## config.mk

```make
export PLATFORM = sky130hd
export DESIGN_NAME = cavlc_residual_scanner
export DESIGN_NICKNAME = d
export VERILOG_FILES = /design/src/rtl/cavlc_residual_scanner_pkg.sv /design/src/rtl/cavlc_coeff_buffer.sv /design/src/rtl/cavlc_residual_scanner.sv
export SDC_FILE = /design/constraint.sdc
export NUM_CORES = 1
export LEC_CHECK = 0
export CORE_AREA = 2 2 193 195
export DETAILED_ROUTE_END_ITERATION = 7
export DIE_AREA = 0 0 195 197
export PLACE_DENSITY = 0.71
export RECOVER_POWER = 50
export SLEW_MARGIN = 20
export SYNTH_ARGS = -nofsm -noshare
export SYNTH_HDL_FRONTEND = slang
export SYNTH_SLANG_ARGS = --single-unit
export TNS_END_PERCENT = 10
```

## constraint.sdc

```tcl
create_clock -name clk -period 4.75 [get_ports clk]
set_input_delay 0.475 -clock clk [delete_from_list [all_inputs] [get_ports clk]]
set_output_delay 0.475 -clock clk [all_outputs]
set_load 0.01 [all_outputs]
```

## src/rtl/cavlc_residual_scanner_pkg.sv

```systemverilog
// Shared types for the CAVLC residual scanner (encoder side).
// Holds the FSM state encodings, max_coeff codes and the pair bundle.
package cavlc_residual_scanner_pkg;

    localparam int COEFF_W = 16;
    localparam int NCOEFF  = 16;

    typedef enum logic [2:0] {
        CAVLC_ENC_IDLE,
        CAVLC_ENC_LOAD,
        CAVLC_ENC_SUMMARY,
        CAVLC_ENC_EMIT,
        CAVLC_ENC_DONE
    } enc_state_e;

    localparam logic [4:0] MAXC_LUMA = 5'd16;
    localparam logic [4:0] MAXC_AC   = 5'd15;
    localparam logic [4:0] MAXC_CDC  = 5'd4;

    typedef struct packed {
        logic [COEFF_W-1:0] level;
        logic [3:0]         run;
        logic               last;
    } pair_t;

    // Unknown block sizes fall back to a full 4x4 block.
    function automatic logic [4:0] decode_max(input logic [4:0] m);
        if (m == MAXC_AC || m == MAXC_CDC) begin
            return m;
        end
        return MAXC_LUMA;
    endfunction

endpackage

```

## src/rtl/cavlc_coeff_buffer.sv

```systemverilog
// 16x16-bit coefficient register file, one write port, one async read.
// Ports: clk/reset_n, we/waddr/wdata write side, raddr -> rdata read side.
module cavlc_coeff_buffer
    import cavlc_residual_scanner_pkg::*;
(
    input  logic               clk,
    input  logic               reset_n,
    input  logic               we,
    input  logic [3:0]         waddr,
    input  logic [COEFF_W-1:0] wdata,
    input  logic [3:0]         raddr,
    output logic [COEFF_W-1:0] rdata
);

    logic [COEFF_W-1:0] mem_q [NCOEFF];
    logic [COEFF_W-1:0] mem_d [NCOEFF];

    always_comb begin
        mem_d = mem_q;
        if (we) begin
            mem_d[waddr] = wdata;
        end
    end

    always_ff @(posedge clk or negedge reset_n) begin
        if (!reset_n) begin
            mem_q <= '{default: '0};
        end else begin
            mem_q <= mem_d;
        end
    end

    assign rdata = mem_q[raddr];

endmodule

```

## src/rtl/cavlc_residual_scanner.sv

```systemverilog
// CAVLC residual scanner: loads one zig-zag block, reports the summary,
// then emits (level, run_before) pairs from highest index downward.
// Ports: start/max_coeff, coeff_valid/coeff_in in; sum_* and pair_*
// valid/ready outputs; busy and end_of_one_residual_block status.
module cavlc_residual_scanner
    import cavlc_residual_scanner_pkg::*;
(
    input  logic                      clk,
    input  logic                      reset_n,
    input  logic                      start,
    input  logic [4:0]                max_coeff,
    input  logic                      coeff_valid,
    input  logic signed [COEFF_W-1:0] coeff_in,
    output logic                      busy,
    output logic                      sum_valid,
    input  logic                      sum_ready,
    output logic [4:0]                TotalCoeff,
    output logic [1:0]                TrailingOnes,
    output logic [3:0]                TotalZeros,
    output logic                      pair_valid,
    input  logic                      pair_ready,
    output logic signed [COEFF_W-1:0] level,
    output logic [3:0]                run_before,
    output logic                      last_pair,
    output logic [4:0]                i_TotalCoeff,
    output logic                      end_of_one_residual_block
);

    enc_state_e state_q, state_d;
    logic [4:0] maxc_q, maxc_d;
    logic [4:0] idx_q, idx_d;
    logic [4:0] tc_q, tc_d;
    logic [1:0] t1_q, t1_d;
    logic [3:0] last_nz_q, last_nz_d;
    logic [3:0] tz_q, tz_d;
    logic       sum_valid_q, sum_valid_d;
    logic       busy_q, busy_d;
    logic       eob_q, eob_d;
    // ptr[4] set means the walk has passed index 0.
    logic [4:0] ptr_q, ptr_d;
    logic       pend_q, pend_d;
    logic [COEFF_W-1:0] lvl_q, lvl_d;
    logic [3:0] zcnt_q, zcnt_d;
    logic [4:0] np_q, np_d;
    logic [4:0] itc_q, itc_d;
    pair_t      pair_q, pair_d;
    logic       pair_valid_q, pair_valid_d;

    logic               buf_we;
    logic [COEFF_W-1:0] buf_rdata;
    logic [4:0]         tz_w;
    logic               is_one;
    logic               is_nz;
    logic               can_step;

    cavlc_coeff_buffer u_buf (
        .clk     (clk),
        .reset_n (reset_n),
        .we      (buf_we),
        .waddr   (idx_q[3:0]),
        .wdata   (coeff_in),
        .raddr   (ptr_q[3:0]),
        .rdata   (buf_rdata)
    );

    assign is_nz  = coeff_in != '0;
    assign is_one = coeff_in == 16'h0001 || coeff_in == 16'hFFFF;
    // The walk may advance only when the output slot is free or draining.
    assign can_step = !pair_valid_q || pair_ready;

    always_comb begin
        state_d      = state_q;
        maxc_d       = maxc_q;
        idx_d        = idx_q;
        tc_d         = tc_q;
        t1_d         = t1_q;
        last_nz_d    = last_nz_q;
        tz_d         = tz_q;
        sum_valid_d  = sum_valid_q;
        busy_d       = busy_q;
        eob_d        = 1'b0;
        ptr_d        = ptr_q;
        pend_d       = pend_q;
        lvl_d        = lvl_q;
        zcnt_d       = zcnt_q;
        np_d         = np_q;
        itc_d        = itc_q;
        pair_d       = pair_q;
        pair_valid_d = pair_valid_q;
        buf_we       = 1'b0;
        tz_w         = '0;
        unique case (state_q)
            CAVLC_ENC_IDLE: begin
                if (start) begin
                    maxc_d    = decode_max(max_coeff);
                    idx_d     = '0;
                    tc_d      = '0;
                    t1_d      = '0;
                    last_nz_d = '0;
                    tz_d      = '0;
                    busy_d    = 1'b1;
                    state_d   = CAVLC_ENC_LOAD;
                end
            end
            CAVLC_ENC_LOAD: begin
                if (coeff_valid) begin
                    buf_we = 1'b1;
                    idx_d  = idx_q + 5'd1;
                    if (is_nz) begin
                        tc_d      = tc_q + 5'd1;
                        last_nz_d = idx_q[3:0];
                    end
                    if (is_one) begin
                        t1_d = (t1_q == 2'd3) ? 2'd3 : t1_q + 2'd1;
                    end else if (is_nz) begin
                        t1_d = '0;
                    end
                    if (idx_q == maxc_q - 5'd1) begin
                        tz_w        = {1'b0, last_nz_d} + 5'd1 - tc_d;
                        tz_d        = (tc_d == '0) ? 4'd0 : tz_w[3:0];
                        sum_valid_d = 1'b1;
                        state_d     = CAVLC_ENC_SUMMARY;
                    end
                end
            end
            CAVLC_ENC_SUMMARY: begin
                if (sum_ready) begin
                    sum_valid_d = 1'b0;
                    if (tc_q == '0) begin
                        eob_d   = 1'b1;
                        busy_d  = 1'b0;
                        state_d = CAVLC_ENC_DONE;
                    end else begin
                        ptr_d   = {1'b0, last_nz_q};
                        pend_d  = 1'b0;
                        np_d    = tc_q;
                        itc_d   = tc_q;
                        state_d = CAVLC_ENC_EMIT;
                    end
                end
            end
            CAVLC_ENC_EMIT: begin
                if (pair_valid_q && pair_ready) begin
                    pair_valid_d = 1'b0;
                    itc_d        = itc_q - 5'd1;
                    if (itc_q == 5'd1) begin
                        eob_d   = 1'b1;
                        busy_d  = 1'b0;
                        state_d = CAVLC_ENC_DONE;
                    end
                end
                if (can_step && np_q != '0) begin
                    if (!pend_q) begin
                        lvl_d  = buf_rdata;
                        pend_d = 1'b1;
                        zcnt_d = '0;
                        ptr_d  = ptr_q - 5'd1;
                    end else if (ptr_q[4] || buf_rdata != '0) begin
                        pair_d       = '{level: lvl_q, run: zcnt_q,
                                         last: np_q == 5'd1};
                        pair_valid_d = 1'b1;
                        np_d         = np_q - 5'd1;
                        // A nonzero that ends one run starts the next pair.
                        if (!ptr_q[4]) begin
                            lvl_d  = buf_rdata;
                            zcnt_d = '0;
                            ptr_d  = ptr_q - 5'd1;
                        end else begin
                            pend_d = 1'b0;
                        end
                    end else begin
                        zcnt_d = zcnt_q + 4'd1;
                        ptr_d  = ptr_q - 5'd1;
                    end
                end
            end
            CAVLC_ENC_DONE: begin
                state_d = CAVLC_ENC_IDLE;
            end
            default: begin
                state_d = CAVLC_ENC_IDLE;
            end
        endcase
    end

    always_ff @(posedge clk or negedge reset_n) begin
        if (!reset_n) begin
            state_q      <= CAVLC_ENC_IDLE;
            maxc_q       <= MAXC_LUMA;
            idx_q        <= '0;
            tc_q         <= '0;
            t1_q         <= '0;
            last_nz_q    <= '0;
            tz_q         <= '0;
            sum_valid_q  <= 1'b0;
            busy_q       <= 1'b0;
            eob_q        <= 1'b0;
            ptr_q        <= '0;
            pend_q       <= 1'b0;
            lvl_q        <= '0;
            zcnt_q       <= '0;
            np_q         <= '0;
            itc_q        <= '0;
            pair_q       <= '0;
            pair_valid_q <= 1'b0;
        end else begin
            state_q      <= state_d;
            maxc_q       <= maxc_d;
            idx_q        <= idx_d;
            tc_q         <= tc_d;
            t1_q         <= t1_d;
            last_nz_q    <= last_nz_d;
            tz_q         <= tz_d;
            sum_valid_q  <= sum_valid_d;
            busy_q       <= busy_d;
            eob_q        <= eob_d;
            ptr_q        <= ptr_d;
            pend_q       <= pend_d;
            lvl_q        <= lvl_d;
            zcnt_q       <= zcnt_d;
            np_q         <= np_d;
            itc_q        <= itc_d;
            pair_q       <= pair_d;
            pair_valid_q <= pair_valid_d;
        end
    end

    assign busy                      = busy_q;
    assign sum_valid                 = sum_valid_q;
    assign TotalCoeff                = tc_q;
    assign TrailingOnes              = t1_q;
    assign TotalZeros                = tz_q;
    assign pair_valid                = pair_valid_q;
    assign level                     = pair_q.level;
    assign run_before                = pair_q.run;
    assign last_pair                 = pair_q.last;
    assign i_TotalCoeff              = itc_q;
    assign end_of_one_residual_block = eob_q;

endmodule

```

==> summary.txt, run 1 <==
Max FO, Critical Path: 24
Synth Cell Area: 0.01623 mm^2
Routed Antenna Nets: 0
All-Layer GR Usage: 20.58%
Yosys warning total: 0
Starting density of the core: 44.75%
Minimum clock period after layout: 4.087 ns
Hpwl dp: 24.50 mm
Synth Area in Compound Gates: 5.583%
Utilization after layout: 51.49%
Antenna violations before repair: 0
Startpoint types: flip-flop
Setup TNS: 0 ns
Gpl congestion: 0.7903
Number of synthesized flops with an enable pin: 0
Drc violations: 0
Setup-failing EPs final: 0
Largest family of logic cells by synthesized area: multiplexers
DP Cell Count: 1680
Clk pwr share: 23.7%
Internal: 7.863 mW
Status: finished, violations left
Post-CTS Repair Setup Buffers: 0
Layout area overhead: 15.06%
Die ar.: 0.03842 mm^2
Flop pwr share: 40.8%
Clk slew on worst S/H paths: 0.06 ns
Worst setup EP type: flip-flop
Prevailing post-synth register cell: dfrtp_1
1st-pass router iterations: 5
Global route overflow: 0
Fill count: 3067
DRT iter0 DRCs: 680
Failing checks: capacitance limit, slew limit
Via count: 10130
Share of layout cells above drive strength 1: 34.01%
Layout Cells excl Fill: 1747
Crit share post-route: 86.04%
Relative slew slack: -77.99%
Power consumption: 11.73 mW
CTS root buffer: clkbuf_16
Pin count of the biggest net entering global routing: 138
Cell Rows: 70
Switching share of total power: 32.95%
Mapped Cells: 1182
CTS tree: yes
Tightest Pin Transition: 2.670 ns
I/O Buffers: 67
Required @ worst endpoint: 5.15 ns
H-tree depth: 2
Fmax achieved: 0.2447 GHz
Switching pwr: 3.865 mW
Avg Cell Area, Syn: 13.73 um^2
Adder-Cell Fraction of Synth Area: 1.589%
Slowest cell on crit path: dfrtp_2
Post-cts sizing count: 0
Async S/R FF share, synth: 100.0%
Slew Viols, Final: 48
Ports: 68
Final hold violation count: 0
Worst Setup Path Type: flip-flop to flip-flop
Fraction of the yosys area taken by sequential cells: 53.22%
Family with the most delay on the worst path: simple AND/OR/NAND/NOR gates
Distinct cells, synth: 66
Sink Count: 345
Nets: 1300
Cell Chain, Critical Path: buf_4 > mux4_2 > a22o_1 > nor2_1 > nand4_1 > nor4_2 > nand3_2 > nand2b_2 > mux2_1
Number of global-route vias before repair: 10220
Routed length per instance: 22.17 um
Post-synthesis mux area share: 29.90%
Hold Path Class: flip-flop to flip-flop
Comb pwr share: 35.6%
Simple-gate portion of the synthesized area: 5.390%
Die width: 195 um
Worst Slack Setup Final: 0.6630 ns
First-pass GRT wire length: 60.94 mm
Pwr Density: 628.2 mW/mm^2
Pleak: 8.830 nW
Bufs and invs on worst path: 1
Post-route cell area: 0.01867 mm^2
Final hold slack: 0.4825 ns
Post-Synth XOR/XNOR Area: 0.8097%
Dpl ws: 0.7061 ns
Max cap viols: 1
Longest Clk Path Bufs: 3
Core Area: 0.03626 mm^2
Placed Area: 0.01750 mm^2
FF+latch count, synth: 345
CTS buffer count: 37
CP Data Arrival Time: 4.48 ns
Max stage delay on crit path: 0.80 ns
RSZ-0062 raised after global routing: false
Clock Latency Late Sink: 0.52 ns
Worst vdd ir: 0.2563 mV
Antenna diode count: 0
Drt via density: 5.798
Final Skew: 0.01465 ns
Post-synthesis net count: 1229
Chip Height: 197 um
Final wirelength: 38.73 mm
[logic make-up after synthesis]
logic type / Yosys count
AO/OA/AOI/OAI: 129
XOR/XNOR: 15
adder cells (fa/ha/maj): 20
buffers and inverters: 127
flip-flops: 345
multiplexers: 379
AND/OR/NAND/NOR: 167
[worst register-to-register path, delay by kind of cell (launching register included)]
kind                   cells  cell delay (ns)
multiplexers               2             0.75
flip-flops                 1             0.80
buffers and inverters      1             0.42
AND/OR/NAND/NOR            5             1.77
AO/OA/AOI/OAI              1             0.24
[final timing paths]
path	slack, ns	to	cells past startpoint	start
worst max-delay path	0.66	lvl_q[8]	9	ptr_q[2]
worst min-delay path	0.48	level[13]	1	level[13]
worst max register to register	0.66	lvl_q[8]	9	ptr_q[2]
worst min register to register	0.48	level[13]	1	level[13]
max in group asynchronous	1.07	u_buf.mem_q[80]	4	reset_n
min in group asynchronous	1.34	level[13]	2	reset_n
[power by group through the flow]
stage	clock (mW)	combinational (mW)	sequential [mW]
finish	2.78	4.17	4.78
global route	2.96	4.54	4.92
CTS	2.83	4.23	4.77
detailed placement	0	4.21	4.82
global placement	0	4.11	4.77
floorplan	0	3.19	4.52
[synth_stat cells, types with 8 or more instances]
cell / instances / share of area, %
nand4_1: 14 / 0.54
buf_1: 12 / 0.28
clkbuf_1: 66 / 1.5
inv_1: 34 / 0.79
mux2_2: 257 / 18
buf_6: 9 / 0.62
a21oi_1: 15 / 0.46
mux4_2: 55 / 7.6
nor2_1: 40 / 0.93
mux2i_1: 38 / 2.3
dfrtp_1: 344 / 53
ha_1: 19 / 1.5
a22o_1: 22 / 1.2
o21ai_0: 36 / 1.1
mux2_1: 26 / 1.8
a221oi_1: 12 / 0.65
nand3_1: 23 / 0.71
nand2_1: 35 / 0.81
nor2b_1: 8 / 0.31
a22oi_1: 11 / 0.51
xor2_1: 11 / 0.59
[what timing repair did]
item                                    in CTS  in global routing
hold buffers                                 0                  1
hold endpoints to repair                     0                 47
endpoints found under the setup margin       0                  0
[cell usage in the layout (no fill, tap or decap), types with 12 or more instances in the layout]
| cell | netlist | layout |
|---|---|---|
| a21oi_1 | 15 | 15 |
| a221oi_1 | 12 | 12 |
| a22o_1 | 22 | 22 |
| buf_4 | 2 | 50 |
| clkbuf_1 | 66 | 15 |
| clkbuf_16 | 0 | 37 |
| clkdlybuf4s50_1 | 0 | 31 |
| dfrtp_1 | 344 | 342 |
| dlygate4sd3_1 | 0 | 36 |
| ha_1 | 19 | 19 |
| inv_1 | 34 | 34 |
| mux2_1 | 26 | 26 |
| mux2_2 | 257 | 257 |
| mux2i_1 | 38 | 38 |
| mux4_2 | 55 | 55 |
| nand2_1 | 35 | 35 |
| nand3_1 | 23 | 23 |
| nand4_1 | 14 | 14 |
| nor2_1 | 40 | 40 |
| o21ai_0 | 36 | 36 |
[final cells by class]
type | count | area [um^2] | share of cell area, %
clock buffers | 58 | 1095 | 5.864
repair buffers | 124 | 1127 | 6.038
multi-input cells | 710 | 7020 | 37.60
well taps | 468 | 585.6 | 3.137
inverters | 35 | 131.4 | 0.7037
flip-flops and latches | 345 | 8640 | 46.28
clock inverters | 7 | 70.07 | 0.3753
[sequential cells by signal (all words and copies together) (netlist names), 2 cells and up]
| register | flops |
|---|---|
| ptr_q | 5 |
| TotalZeros | 4 |
| zcnt_q | 4 |
| TrailingOnes | 2 |
| level | 16 |
| u_buf.mem_q | 256 |
| np_q | 5 |
| lvl_q | 16 |
| idx_q | 5 |
| last_nz_q | 4 |
| i_TotalCoeff | 5 |
| TotalCoeff | 5 |
| run_before | 4 |
| state_q | 3 |
| maxc_q | 5 |
[routing by layer]
metal	vias up	wire length [um]	global-route usage, %
li1	4491	-	-
met1	5294	16920	28.06
met2	278	18660	34.14
met3	66	2229	3.645
met4	0	918	5.655
met5	-	0	0
Power figures use the tool's default switching activity.
==> inputs of run 2 (changes only) <==
- DONT_BUFFER_PORTS: default -> 1
- PLACE_DENSITY: 0.71 -> 0.68
==> summary.txt, run 2 (synthesis gave the netlist of run 1 again) <==
Cell Chain, Critical Path: nor2b_1 > a22o_1 > a221oi_1 > nand4_1 > nor4_4 > nand3_2 > nand2b_2 > mux2_1
Max cap viols: 0 (-1)
Drc violations: 0 (unchanged)
Worst setup EP type: flip-flop
Bufs and invs on worst path: 0 (-1)
Worst vdd ir: 0.3472 mV (+35%)
Layout area overhead: 9.901%
Top reg by flops: u_buf.mem_q
Cell Rows: 70 (unchanged)
First-pass GRT wire length: 61.73 mm (+1.3%)
Nets: 1205 (-7.3%)
Clk slew on worst S/H paths: 0.06 ns (about the same)
H-tree depth: 2 (unchanged)
Slowest cell on crit path: dfrtp_1
Global route overflow: 0 (unchanged)
Routed length per instance: 23.53 um (+6.2%)
Hpwl dp: 24.54 mm (+0.17%)
Starting density of the core: 44.75% (unchanged)
Setup-failing EPs final: 0 (unchanged)
Core Area: 0.03626 mm^2 (unchanged)
Hold Path Class: input port to async pin
Gpl congestion: 0.8393 (+6.2%)
Max stage delay on crit path: 0.96 ns (+0.16 ns)
Longest Clk Path Bufs: 3 (unchanged)
Fmax achieved: 0.2367 GHz (-3.3%)
Startpoint types: flip-flop
Pwr Density: 649.6 mW/mm^2 (+3.4%)
FF-to-FF path depth: 8 (-1)
Most frequent cells in the layout: dfrtp_1 (342), mux2_2 (257), mux4_2 (55), nor2_1 (40), mux2i_1 (38)
Number of global-route vias before repair: 10340 (+1.2%)
Pleak: 8.394 nW (-4.9%)
CTS tree: yes
Status: finished, violations left
Chip Height: 197 um (unchanged)
Failing checks: hold timing
Final hold slack: -0.3357 ns (-0.8182 ns)
Fill count: 3135 (+2.2%)
DRT iter0 DRCs: 665 (-2.2%)
Routed Antenna Nets: 0 (unchanged)
Final wirelength: 38.83 mm (+0.26%)
CTS buffer count: 36 (-2.7%)
R2R Setup Slk: 0.52 ns (-0.14 ns)
Setup TNS: 0 ns (unchanged)
Share of layout cells above drive strength 1: 34.86% (+0.85 points)
Antenna violations before repair: 0 (unchanged)
Post-cts sizing count: 0 (unchanged)
Largest register FFs: 256 (unchanged)
CP Data Arrival Time: 4.62 ns (+0.14 ns)
All-Layer GR Usage: 20.88% (+0.30 points)
Required @ worst endpoint: 5.15 ns (about the same)
Final Skew: 0.01363 ns (-0.001020 ns)
RSZ-0062 raised after global routing: false
Ports: 68 (unchanged)
Drt via density: 5.910 (+1.9%)
Sink Count: 345 (unchanged)
Max FO, Critical Path: 20 (-17%)
Clock Latency Late Sink: 0.52 ns (about the same)
Via count: 9752 (-3.7%)
R2R Path Start: ptr_q[1]
I/O Buffers: 0 (-100%)
Relative slew slack: 30.95% (+110 points)
Die ar.: 0.03842 mm^2 (unchanged)
Antenna diode count: 0 (unchanged)
Die width: 195 um (unchanged)
1st-pass router iterations: 5 (unchanged)
Crit share post-route: 88.95% (+2.9 points)
Post-CTS Repair Setup Buffers: 0 (unchanged)
Tightest Pin Transition: 1.028 ns (-1.642 ns)
Worst Setup Path Type: flip-flop to flip-flop
Minimum clock period after layout: 4.225 ns (+0.1384 ns)
Utilization after layout: 49.18% (-2.3 points)
CTS root buffer: clkbuf_16
Family with the most delay on the worst path: simple AND/OR/NAND/NOR gates
Slew Viols, Final: 0 (-100%)
Pin count of the biggest net entering global routing: 346 (+150%)
Capture point of the worst reg-to-reg path: lvl_q[4]
Final hold violation count: 344 (+344)
Most common cell after layout, fill and taps aside: dfrtp_1
## run 2: cell types whose count changed in the layout (fill, tap and decap cells not counted), sizes merged, moves of 4 or more
cell and change:
buf -24, bufinv +4, clkbuf -12, clkdlybuf4s50 -31
clkinv +4, dlygate4sd3 -36
## run 2: final cells by class
type / instances / area [um^2] / share of cell area, %
multi-input combinational: 710 / 7020 / 39.37
clock inverter: 13 / 193.9 / 1.088
clock buffer: 49 / 1011 / 5.669
timing repair buffer: 30 / 250.2 / 1.403
inverter: 35 / 131.4 / 0.7367
sequential: 345 / 8640 / 48.45
tap: 468 / 585.6 / 3.284
## run 2: per-layer routing
metal | vias up | track usage, % | routed length [um]
met1 | 5140 | 28.49 | 17400
met2 | 246 | 33.12 | 17710
met5 | - | 0.6386 | 0
met3 | 65 | 4.860 | 2603
li1 | 4301 | - | -
met4 | 0 | 6.814 | 1119
## run 2: through the flow
step / power [mW] / setup WS [ns] / instances / area, um^2 / hold WS [ns]
after CTS: 11.65 / 0.5277 / 1650 / 17830 / -0.3604
after global routing: 12.25 / 0.3152 / 1650 / 17830 / -0.3645
final: 11.58 / 0.5247 / 1650 / 17830 / -0.3357
after detailed placement: 8.713 / 0.5088 / 1588 / 16630 / 0.1909
after floorplan: 7.705 / 1.443 / 1182 / 16230 / 0.1794
after global placement: 8.564 / 0.5547 / 1588 / 16630 / 0.1905
## run 2: worst max path at each step
stage | slack [ns] | to | cells after the start | start
global placement | 0.55 | lvl_q[8] | 9 | ptr_q[0]
floorplan | 1.44 | TotalZeros[3] | 16 | coeff_in[4]
CTS | 0.53 | lvl_q[4] | 9 | ptr_q[0]
finish | 0.52 | lvl_q[4] | 8 | ptr_q[1]
detailed placement | 0.51 | lvl_q[4] | 9 | ptr_q[0]
global route | 0.32 | lvl_q[4] | 10 | ptr_q[0]
## run 2: power by group
| group | total (mW) | switching [mW] | internal [mW] |
|---|---|---|---|
| combinational | 3.79 | 1.76 | 2.04 |
| sequential | 4.88 | 0.847 | 4.03 |
| clock | 2.91 | 1.15 | 1.76 |
| total | 11.6 | 3.75 | 7.83 |
